### config.mk
export PLATFORM = sky130hd
export DESIGN_NAME = pipe_ctrl
export DESIGN_NICKNAME = d
export VERILOG_FILES = /design/src/rtl/pipe_ctrl_pkg.sv /design/src/rtl/pipe_ctrl_perf.sv /design/src/rtl/pipe_ctrl.sv
export SDC_FILE = /design/constraint.sdc
export NUM_CORES = 1
export LEC_CHECK = 0
export ABC_AREA = 1
export ABC_CLOCK_PERIOD_IN_PS = 2100
export CAP_MARGIN = 0
export CORE_MARGIN = 5
export CORE_UTILIZATION = 34
export CTS_CLUSTER_SIZE = 40
export DETAILED_ROUTE_END_ITERATION = 16
export PLACE_DENSITY = 0.83
export SLEW_MARGIN = 0
export SYNTH_ARGS = -nofsm -noshare
export SYNTH_HDL_FRONTEND = slang
export SYNTH_SLANG_ARGS = --single-unit
### constraint.sdc
create_clock -name clk -period 2.1 [get_ports clk]
set_input_delay 0.42 -clock clk [delete_from_list [all_inputs] [get_ports clk]]
set_output_delay 0.42 -clock clk [all_outputs]
set_load 0.1 [all_outputs]
### src/rtl/pipe_ctrl_pkg.sv
// pipe_ctrl_pkg: FSM state encoding and default parameters for the pipeline controller
package pipe_ctrl_pkg;
  typedef enum logic [1:0] {RUN = 2'd0, STALL = 2'd1, HALT = 2'd2} state_t;
  localparam int NSTAGES_DEF = 5;
  localparam int STALL_STAGE_DEF = 1;
  localparam int BR_FLUSH_DEF = 2;
  localparam int STALL_W_DEF = 3;
  localparam int CNT_W_DEF = 32;
endpackage

### src/rtl/pipe_ctrl_perf.sv
// pipe_ctrl_perf: saturating cycle, hold and flush performance counters
module pipe_ctrl_perf #(
  parameter int CNT_W = 32
)(
  input  logic             clk,
  input  logic             reset,
  input  logic             hold,
  input  logic             flush_ev,
  output logic [CNT_W-1:0] cycle_cnt,
  output logic [CNT_W-1:0] stall_cnt,
  output logic [CNT_W-1:0] flush_cnt
);
  always_ff @(posedge clk or posedge reset)
    if (reset) begin
      cycle_cnt <= '0;
      stall_cnt <= '0;
      flush_cnt <= '0;
    end else begin
      cycle_cnt <= cycle_cnt + CNT_W'(~&cycle_cnt);
      stall_cnt <= stall_cnt + CNT_W'(hold && ~&stall_cnt);
      flush_cnt <= flush_cnt + CNT_W'(flush_ev && ~&flush_cnt);
    end
endmodule

### src/rtl/pipe_ctrl.sv
// pipe_ctrl: pipeline stall/flush/halt controller; perf counters built only with PIPE_CTRL_PERF_EN
module pipe_ctrl
  import pipe_ctrl_pkg::*;
#(
  parameter int NSTAGES     = NSTAGES_DEF,
  parameter int STALL_STAGE = STALL_STAGE_DEF,
  parameter int BR_FLUSH    = BR_FLUSH_DEF,
  parameter int STALL_W     = STALL_W_DEF,
  parameter int CNT_W       = CNT_W_DEF
)(
  input  logic               clk,
  input  logic               reset,
  input  logic               stall_req,
  input  logic [STALL_W-1:0] stall_cycles,
  input  logic               branch_taken,
  input  logic               halt,
  input  logic               resume,
  output logic [NSTAGES-1:0] stage_valid,
  output logic [NSTAGES-1:0] stage_load_en,
  output logic [NSTAGES-1:0] stage_flush,
  output logic               pc_write_en,
  output logic [1:0]         state,
  output logic [CNT_W-1:0]   cycle_cnt,
  output logic [CNT_W-1:0]   stall_cnt,
  output logic [CNT_W-1:0]   flush_cnt
);
  localparam logic [NSTAGES-1:0] ONES = '1;
  localparam logic [NSTAGES-1:0] HOLD_M = ONES >> (NSTAGES - 1 - STALL_STAGE);
  localparam logic [NSTAGES-1:0] BUB_M = NSTAGES'(1) << (STALL_STAGE + 1);
  localparam logic [NSTAGES-1:0] BR_M = ONES >> (NSTAGES - BR_FLUSH);
  state_t st;
  logic [STALL_W-1:0] cnt;
  logic br_ev, hold;
  assign state = st;
  assign br_ev = branch_taken && st != HALT;
  assign hold = !br_ev && (st == STALL || (st == RUN && stall_req));
  assign stage_load_en = (reset || st == HALT) ? '0 : hold ? ~HOLD_M : ONES;
  assign stage_flush = reset ? ONES : br_ev ? BR_M : hold ? BUB_M : '0;
  assign pc_write_en = !reset && st != HALT && !hold;
  // cnt holds remaining STALL cycles; leaving happens on the edge where it reads 1
  always_ff @(posedge clk or posedge reset)
    if (reset) begin
      st <= RUN;
      cnt <= '0;
      stage_valid <= '0;
    end else begin
      stage_valid <= (({stage_valid[NSTAGES-2:0], 1'b1} & stage_load_en) | (stage_valid & ~stage_load_en)) & ~stage_flush;
      if (br_ev) begin
        st <= RUN;
        cnt <= '0;
      end else if (st == STALL) begin
        cnt <= cnt - STALL_W'(1);
        if (cnt == STALL_W'(1)) st <= RUN;
      end else if (st == HALT) begin
        if (resume && !halt) st <= RUN;
      end else if (stall_req) begin
        if (stall_cycles > STALL_W'(1)) begin
          st <= STALL;
          cnt <= stall_cycles - STALL_W'(1);
        end
      end else if (halt) st <= HALT;
    end
`ifdef PIPE_CTRL_PERF_EN
  pipe_ctrl_perf #(.CNT_W(CNT_W)) u_perf (
    .clk(clk),
    .reset(reset),
    .hold(hold),
    .flush_ev(br_ev),
    .cycle_cnt(cycle_cnt),
    .stall_cnt(stall_cnt),
    .flush_cnt(flush_cnt)
  );
`else
  assign cycle_cnt = '0;
  assign stall_cnt = '0;
  assign flush_cnt = '0;
`endif
endmodule

### Yosys cells after proc, flatten, opt, wreduce, memory -nomap -nowiden

Cells that the tools add are included.

* bits in latches: 0
* output and inout port bits: 114
* RAM bits: 0
* register bits: 10
* ROM bits: 0
* memories: 0

* reduce and logical (&&, ||, !) cells: 18
* multipliers: 0
* div/mod/pow operators: 0
* shift-type cells: 0
* equality and inequality tests: 8
* add/subtract/negate cells: 2
* muxes and demuxes: 18
* order comparisons: 1
* bitwise operators: 6

Operator list (number)
* $mux 3: 7
* $mux 2: 9
* $and 5x5->5: 3
* $mux 5: 2
* $not 5->5: 2
* $logic_and 1x1->1: 6
* $reduce_bool 3->1: 2
* $sub 3x1->3 const B: 2
* $ne 5x1->1 const B: 1
* $or 5x5->5: 1
* $reduce_bool 5->1: 1
* $logic_not 1->1: 4
* $ne 4x3->1 const B: 1
* $reduce_and 4->1: 1
* $eq 3x1->1 const B: 1
* $gt 3x1->1 const B: 1
* $ne 3x2->1 const B: 1
* $ne 3x3->1 const B: 1
* $reduce_and 3->1: 1
* $eq 2x1->1 const B: 1
* $eq 2x2->1 const B: 1
* $logic_not 2->1: 1
* $logic_or 1x1->1: 2
* $ne 2x2->1 const B: 1

### Longest topological paths before layout

Gate-level depths: netlist of the first run.

* word-level depth: 10
* gate-level depth with buffers: 9
* gate-level depth less buffers: 9

### Worst setup path after synthesis of the first run

Ideal clock, no wire load.

* path type: reg-to-output
* start: reg st[0] (netlist: state[0])
* end: out stage_load_en[0]
* cell stages (with the launch flop): 7
* arrival time: 4.149 ns
* required time: 1.680 ns
* setup slack: -2.469 ns
* cells stage by stage: dfrtp_1 > inv_1 > ha_1 > nor2_1 > nand2_1 > inv_1 > buf_4

* longest elaborated chain between the ends: 6

Ends and longest elaborated chain
* from (decl): RTL line pipe_ctrl.sv:31 `state_t st;`
* from (signal assigned): RTL line pipe_ctrl.sv:43 `st <= RUN;`
* from (signal assigned): RTL line pipe_ctrl.sv:49 `st <= RUN;`
* from (signal assigned): RTL line pipe_ctrl.sv:53 `if (cnt == STALL_W'(1)) st <= RUN;`
* $ne 2x2->1 / $logic_not 2->1 (equally long branches): RTL line pipe_ctrl.sv:35, pipe_ctrl.sv:36
* $logic_and 1x1->1, on equally long branches: RTL line pipe_ctrl.sv:35, pipe_ctrl.sv:36
* $logic_not 1->1 / $logic_or 1x1->1 (equally long branches): RTL line pipe_ctrl.sv:36 `assign hold = !br_ev && (st == STALL || (st == RUN && stall_req));`
* $logic_and 1x1->1: RTL line pipe_ctrl.sv:36
* $mux 2: RTL line pipe_ctrl.sv:37 `assign stage_load_en = (reset || st == HALT) ? '0 : hold ? ~HOLD_M : ONES;`
* $mux 5 *: RTL line pipe_ctrl.sv:37
* to (decl): RTL line pipe_ctrl.sv:19 `output logic [NSTAGES-1:0] stage_load_en,`

Mark *: on every way between the ends. The rest lies on a longest branch, timed or not.

### Worst setup path after layout of the first run

* start: reg st[0] (netlist: state[0])
* end: out stage_flush[1]

* longest elaborated chain between the ends: 4

Ends and longest elaborated chain
* $ne 2x2->1: RTL line pipe_ctrl.sv:35 `assign br_ev = branch_taken && st != HALT;`
* $logic_and 1x1->1: RTL line pipe_ctrl.sv:35
* $mux 3: RTL line pipe_ctrl.sv:38 `assign stage_flush = reset ? ONES : br_ev ? BR_M : hold ? BUB_M : '0;`
* $mux 5: RTL line pipe_ctrl.sv:38
* to (decl): RTL line pipe_ctrl.sv:20 `output logic [NSTAGES-1:0] stage_flush,`

No other way between the ends.

==> results of run 1 <==
[metrics by stage]
step | TNS [ns] | util [%]
floorplan | -2.595 | -
global placement | 0 | 36.99
detailed placement | 0 | 36.99
CTS | 0 | 38.70
global route | -0.1156 | 40.33
finish | 0 | 40.33
[worst paths after layout]
path	start	endpoint	slack, ns	cells after the start
max in group asynchronous	reset	state[0]$_DFFE_PP0P_	1.19	3
worst max-delay path	state[0]$_DFFE_PP0P_	stage_flush[1]	0.04	8
worst min-delay path	cnt[1]$_DFFE_PP0P_	cnt[1]$_DFFE_PP0P_	0.49	2
worst min register to register	cnt[1]$_DFFE_PP0P_	cnt[1]$_DFFE_PP0P_	0.49	2
worst max register to register	state[0]$_DFFE_PP0P_	stage_valid[0]$_DFF_PP0_	0.49	10
min in group asynchronous	reset	stage_valid[2]$_DFF_PP0_	0.75	3
[logic make-up (layout without fill, tap and decap cells)]
kind of cell,count (synthesis),after routing,synth area share [%]
flip-flops,10,10,16.27
other,1,96,0.2439
AO/OA/AOI/OAI,14,14,5.451
AND/OR/NAND/NOR,54,54,15.30
buffers and inverters,125,63,55.65
adder cells (fa/ha/maj),8,8,6.510
XOR/XNOR,1,1,0.5697
[power by group through the flow]
stage	Clock (mW)	Sequential (mW)	Combinational, mW
after floorplan	0	0.533	1.76
after global placement	0	0.308	2.14
after detailed placement	0	0.313	2.16
after CTS	0.215	0.315	2.19
after global routing	0.222	0.328	2.41
final	0.207	0.322	2.30
[worst max-delay path, cell delays in order, from the launching register on]
cell and delay, ns:
dfrtp_4 0.52, inv_6 0.09, ha_4 0.15, inv_4 0.05
nand2_4 0.07, inv_1 0.07, nor2_4 0.11, clkinvlp_4 0.15
buf_12 0.19
[layout make-up]
class,instances,area (µm²),share of cell area (%)
timing repair buffer,37,439.2,24.84
tap,52,65.06,3.680
inverter,22,100.1,5.662
multi-input combinational,173,860.8,48.69
clock buffer,4,45.04,2.548
sequential,10,257.7,14.58
[state kept, by name, indices dropped and copies added (netlist names)]
signal and flops:
state 2, cnt 3, stage_valid 5
[cells in the mapped netlist]
cell type and number:
o21bai_2 1, nand2_1 31, conb_1 1, a211oi_1 1, ha_1 8, nor2_1 13, nand3_1 6, inv_2 2
and3_2 1, dfrtp_1 10, buf_4 103, nand3_2 1, o21bai_1 2, nand2_4 1, a21oi_1 5, nor2_4 1
inv_1 20, o21ai_0 5, xor2_1 1
[layer usage]
metal  part of all wire (%)  GRT usage (%)
met1                     35          8.834
met2                     48          14.48
met3                     13          1.756
met4                    3.7          7.216
met5                      0              0
[timing repair]
action	4_1_cts	5_1_grt
resized for setup	5	10
setup buffers	3	3
endpoints found under the setup margin	5	5
hold buffers	0	0
pin swaps	1	4
[layout by cell type, fill, tap and decap left out, drive strengths merged, types with 5 or more instances in the layout]
master and n:
nor2 14, a21oi 5, ha 8, dfrtp 10, inv 20, buf 29, o21ai 5, clkdlybuf4s50 8
nand2 32, conb 96, nand3 7
==> results.json, run 1 <==
{
  "stdcell_area_um2": 1768,
  "min_path_type": "reg2reg",
  "layout-drive-gt1-share_pct": 22.36,
  "crit_path_end_kind": "output port",
  "ir_drop_mv": 0.5079,
  "max_freq_ghz": 0.4853,
  "post_drt_wl_per_cell_um": 9.537,
  "yosys_register_bits": 10,
  "remaining_drc_errors": 0,
  "syn_inst": 213,
  "ant_nets": 0,
  "cts_root_buf": "clkbuf_8",
  "p_leak_nw": 1.022,
  "seq_power_share_pct": 11.4,
  "seq_area_frac_synth_pct": 16.27,
  "finalCriticalPeriod_ns": 2.061,
  "clkLatencyLatePin_ns": 0.24,
  "cts_buffers": 3,
  "synth_top_area_share_pct": 50.28,
  "clkSlewWorstSetupHoldPaths_ns": 0.05,
  "start_kind": "flop",
  "place_hpwl_um": 2385,
  "coreArea_um2": 4384,
  "first_pass_iters": 2,
  "finalHoldViolCount": 0,
  "cts_max_path_buffers": 2,
  "grt_max_degree": 12,
  "p_sw_share_pct": 67.70,
  "grt_pass1_vias": 967,
  "fillCellCount": 468,
  "dr.first_iter.drc_count": 45,
  "whs_ns": 0.4937,
  "crit_arrival_ns": 1.64,
  "synth_top_area_cell": "buf_4",
  "slew_violations": 0,
  "status": "complete, no violations",
  "io_pins": 123,
  "synthDistinctLibCells": 19,
  "dp_cells": 288,
  "finalWorstSetupSlack_ns": 0.03949,
  "power_density_nw_per_um2": 1600,
  "grt_usage_pct": 8.532,
  "drt-total-wl_um": 2842,
  "critPathKind": "reg2out",
  "rsz0062_at_grt": "true",
  "total_power_mw": 2.828,
  "grt_pass1_wl_um": 4119,
  "pre_cts_ws_ns": 0.07483,
  "layout.nets": 264,
  "placed_area_um2": 1622,
  "timing.final.crit_share_pct": 98.12,
  "die_x_um": 77.25,
  "skew_ns": 0.003522,
  "pwr-share-comb_pct": 81.3,
  "fin_cells": 298,
  "yosys-top-cells-area": "buf_4 50%, dfrtp_1 16%, nand2_1 7.6%",
  "antenna_cells": 0,
  "path_max_fanout": 4,
  "cap_violations": 0,
  "antenna_found_initial": 0,
  "switching_power_mw": 1.915,
  "p_clk_share_pct": 7.3,
  "area_delta_synth_final_pct": 14.97,
  "start_util_pct": 35.07,
  "yosys_warnings": 0,
  "place_congestion": 0.8159,
  "syn_area_um2": 1538,
  "crit_required_ns": 1.68,
  "port_buffers": 26,
  "internal-power_uw": 913.5,
  "cts_tree": "yes",
  "cts.sinks": 10,
  "die_h_um": 77.25,
  "overflow": 0,
  "viasPerCell": 3.557,
  "synth.avg_cell_area_um2": 7.219,
  "setup_viol": 0,
  "die_area_um2": 5968,
  "htree_levels": 1,
  "vias": 1060,
  "rows": 24
}
Power figures use the tool's default switching activity.
==> inputs of run 2 (changes only) <==
- CTS_CLUSTER_SIZE: 40 -> not set
==> results of run 2 <==
Final layout, timing and power as in run 1 (identical DEF).
==> inputs of run 3 (changes only) <==
- RECOVER_POWER: not set -> 25
==> run 3 against run 2 <==
Effect of this change:
- sequential share of layout area is essentially flat
- worst setup slack lost 0.0016 ns
- final cell count is the same
- clock-buffer cell count is the same
- non-clock buffer count is the same
- largest cell class unchanged
- highest routed layer unchanged
==> results.json, run 3 (same netlist as run 1, synthesis figures left out) <==
{
  "slowest_stage": "dfrtp_4",
  "top_layer": "met4",
  "cts.sinks": 10,
  "critPathTopFamily": "buffers and inverters",
  "remaining_drc_errors": 0,
  "place_hpwl_um": 2385,
  "fillCellCount": 468,
  "power_density_nw_per_um2": 1603,
  "p_leak_nw": 1.018,
  "finalWorstSetupSlack_ns": 0.03790,
  "regArea_um2": 257.7,
  "cap_violations": 0,
  "drt-total-wl_um": 2829,
  "crit_path_cell_trace": "inv_6, ha_4, inv_4, nand2_4, inv_1, nor2_4, clkinvlp_4, buf_12",
  "finalHoldViolCount": 0,
  "slew_violations": 0,
  "max_freq_ghz": 0.4849,
  "cts_tree": "yes",
  "ant_nets": 0,
  "crit_required_ns": 1.68,
  "timing.final.crit_share_pct": 98.20,
  "fin_cells": 298,
  "min_path_type": "reg2reg",
  "layout-drive-gt1-share_pct": 21.95,
  "htree_levels": 1,
  "antenna_found_initial": 0,
  "cts_max_path_buffers": 2,
  "path_max_fanout": 4,
  "start_kind": "flop",
  "max_slew_margin_pct": 63.13,
  "vias": 1046,
  "pre_cts_ws_ns": 0.07483,
  "crit_arrival_ns": 1.64,
  "first_pass_iters": 4,
  "antenna_cells": 0,
  "hold_buffers": 0,
  "final_cell_mix": "96 x conb_1, 27 x nand2_1, 16 x buf_4",
  "clkSlewWorstSetupHoldPaths_ns": 0.05,
  "dr_wl_met2_um": 1355,
  "area_delta_synth_final_pct": 14.73,
  "ir_drop_mv": 0.5079,
  "coreArea_um2": 4384,
  "met1_length_um": 1001,
  "critPathKind": "reg2out",
  "grt_pass1_vias": 967,
  "grt_max_degree": 12,
  "rsz0062_at_grt": "true",
  "skew_ns": 0.003471,
  "wl_met3_um": 367,
  "rows": 24,
  "crit_path_end_kind": "output port",
  "dp_cells": 288,
  "multi_input_area_um2": 860.8,
  "die_area_um2": 5968,
  "dr.first_iter.drc_count": 40,
  "die_h_um": 77.25,
  "largest_register_ffs": 5,
  "total_power_mw": 2.828,
  "tightest_slew_ns": 0.5530,
  "io_pins": 123,
  "port_buffers": 26,
  "max_stage_delay_ns": 0.52,
  "viasPerCell": 3.510,
  "clkLatencyLatePin_ns": 0.24,
  "setup_viol": 0,
  "layout_commonest_cell": "conb_1",
  "cts_buffers": 3,
  "cts_root_buf": "clkbuf_8",
  "grt_pass1_wl_um": 4119,
  "post_drt_wl_per_cell_um": 9.493,
  "place_congestion": 0.8159,
  "start_util_pct": 35.07,
  "grt_usage_pct": 8.532,
  "top_register": "stage_valid",
  "critPathBufInv": 5,
  "finalCriticalPeriod_ns": 2.062,
  "overflow": 0,
  "status": "complete, no violations",
  "die_x_um": 77.25,
  "layout.nets": 264
}
## run 3: what timing repair did
action,in CTS,in global routing
pin swaps,1,4
buffers inserted,3,3
setup endpoints to repair,5,5
gates resized for setup,5,10
## run 3: where the power goes
group / leakage [nW] / total [mW] / switching (mW) / internal [mW]
combinational: 0.865 / 2.30 / 1.78 / 0.521
sequential: 0.130 / 0.322 / 0.0622 / 0.260
clock: 0.0228 / 0.207 / 0.0745 / 0.133
## run 3: layout make-up
| cell class | instances | share of cell area [%] |
|---|---|---|
| clock buffer | 4 | 2.553 |
| inverter | 22 | 5.674 |
| multi-input combinational | 173 | 48.79 |
| sequential | 10 | 14.61 |
| tap | 52 | 3.688 |
| timing repair buffer | 37 | 24.68 |
## run 3: stage by stage
stage / hold slack [ns] / setup TNS [ns] / utilization (%) / cell area (µm²)
after floorplan: 0.2815 / -2.595 / - / 1977
after global placement: 0.4652 / 0 / 36.99 / 1622
after detailed placement: 0.4904 / 0 / 36.99 / 1622
after CTS: 0.5016 / 0 / 38.70 / 1697
after global routing: 0.5361 / -0.1156 / 40.24 / 1764
final: 0.4936 / 0 / 40.24 / 1764
## run 3: per-layer routing
layer  GRT usage, %  up-vias
met3          1.756        7
met4          7.216        0
li1               -      512
met1          8.834      450
met2          14.48       77
met5              0        -
## run 3: worst paths after layout
kind	slack, ns	endpoint	depth (start not counted)	startpoint
min in group asynchronous	0.88	stage_valid[2]$_DFF_PP0_	3	reset
hold / removal	0.49	cnt[1]$_DFFE_PP0P_	2	cnt[1]$_DFFE_PP0P_
max in group asynchronous	0.81	state[0]$_DFFE_PP0P_	3	reset
setup reg to reg	0.49	stage_valid[0]$_DFF_PP0_	10	state[0]$_DFFE_PP0P_
setup / recovery	0.04	stage_flush[1]	8	state[0]$_DFFE_PP0P_
hold reg to reg	0.49	cnt[1]$_DFFE_PP0P_	2	cnt[1]$_DFFE_PP0P_
## run 3: worst register-to-register path, delay by kind of cell (launching register included)
family	cells	cell delay, ns
adders and majority gates	1	0.15
DFF	1	0.52
buffers and inverters	4	0.48
and+or+nand+nor	5	0.35
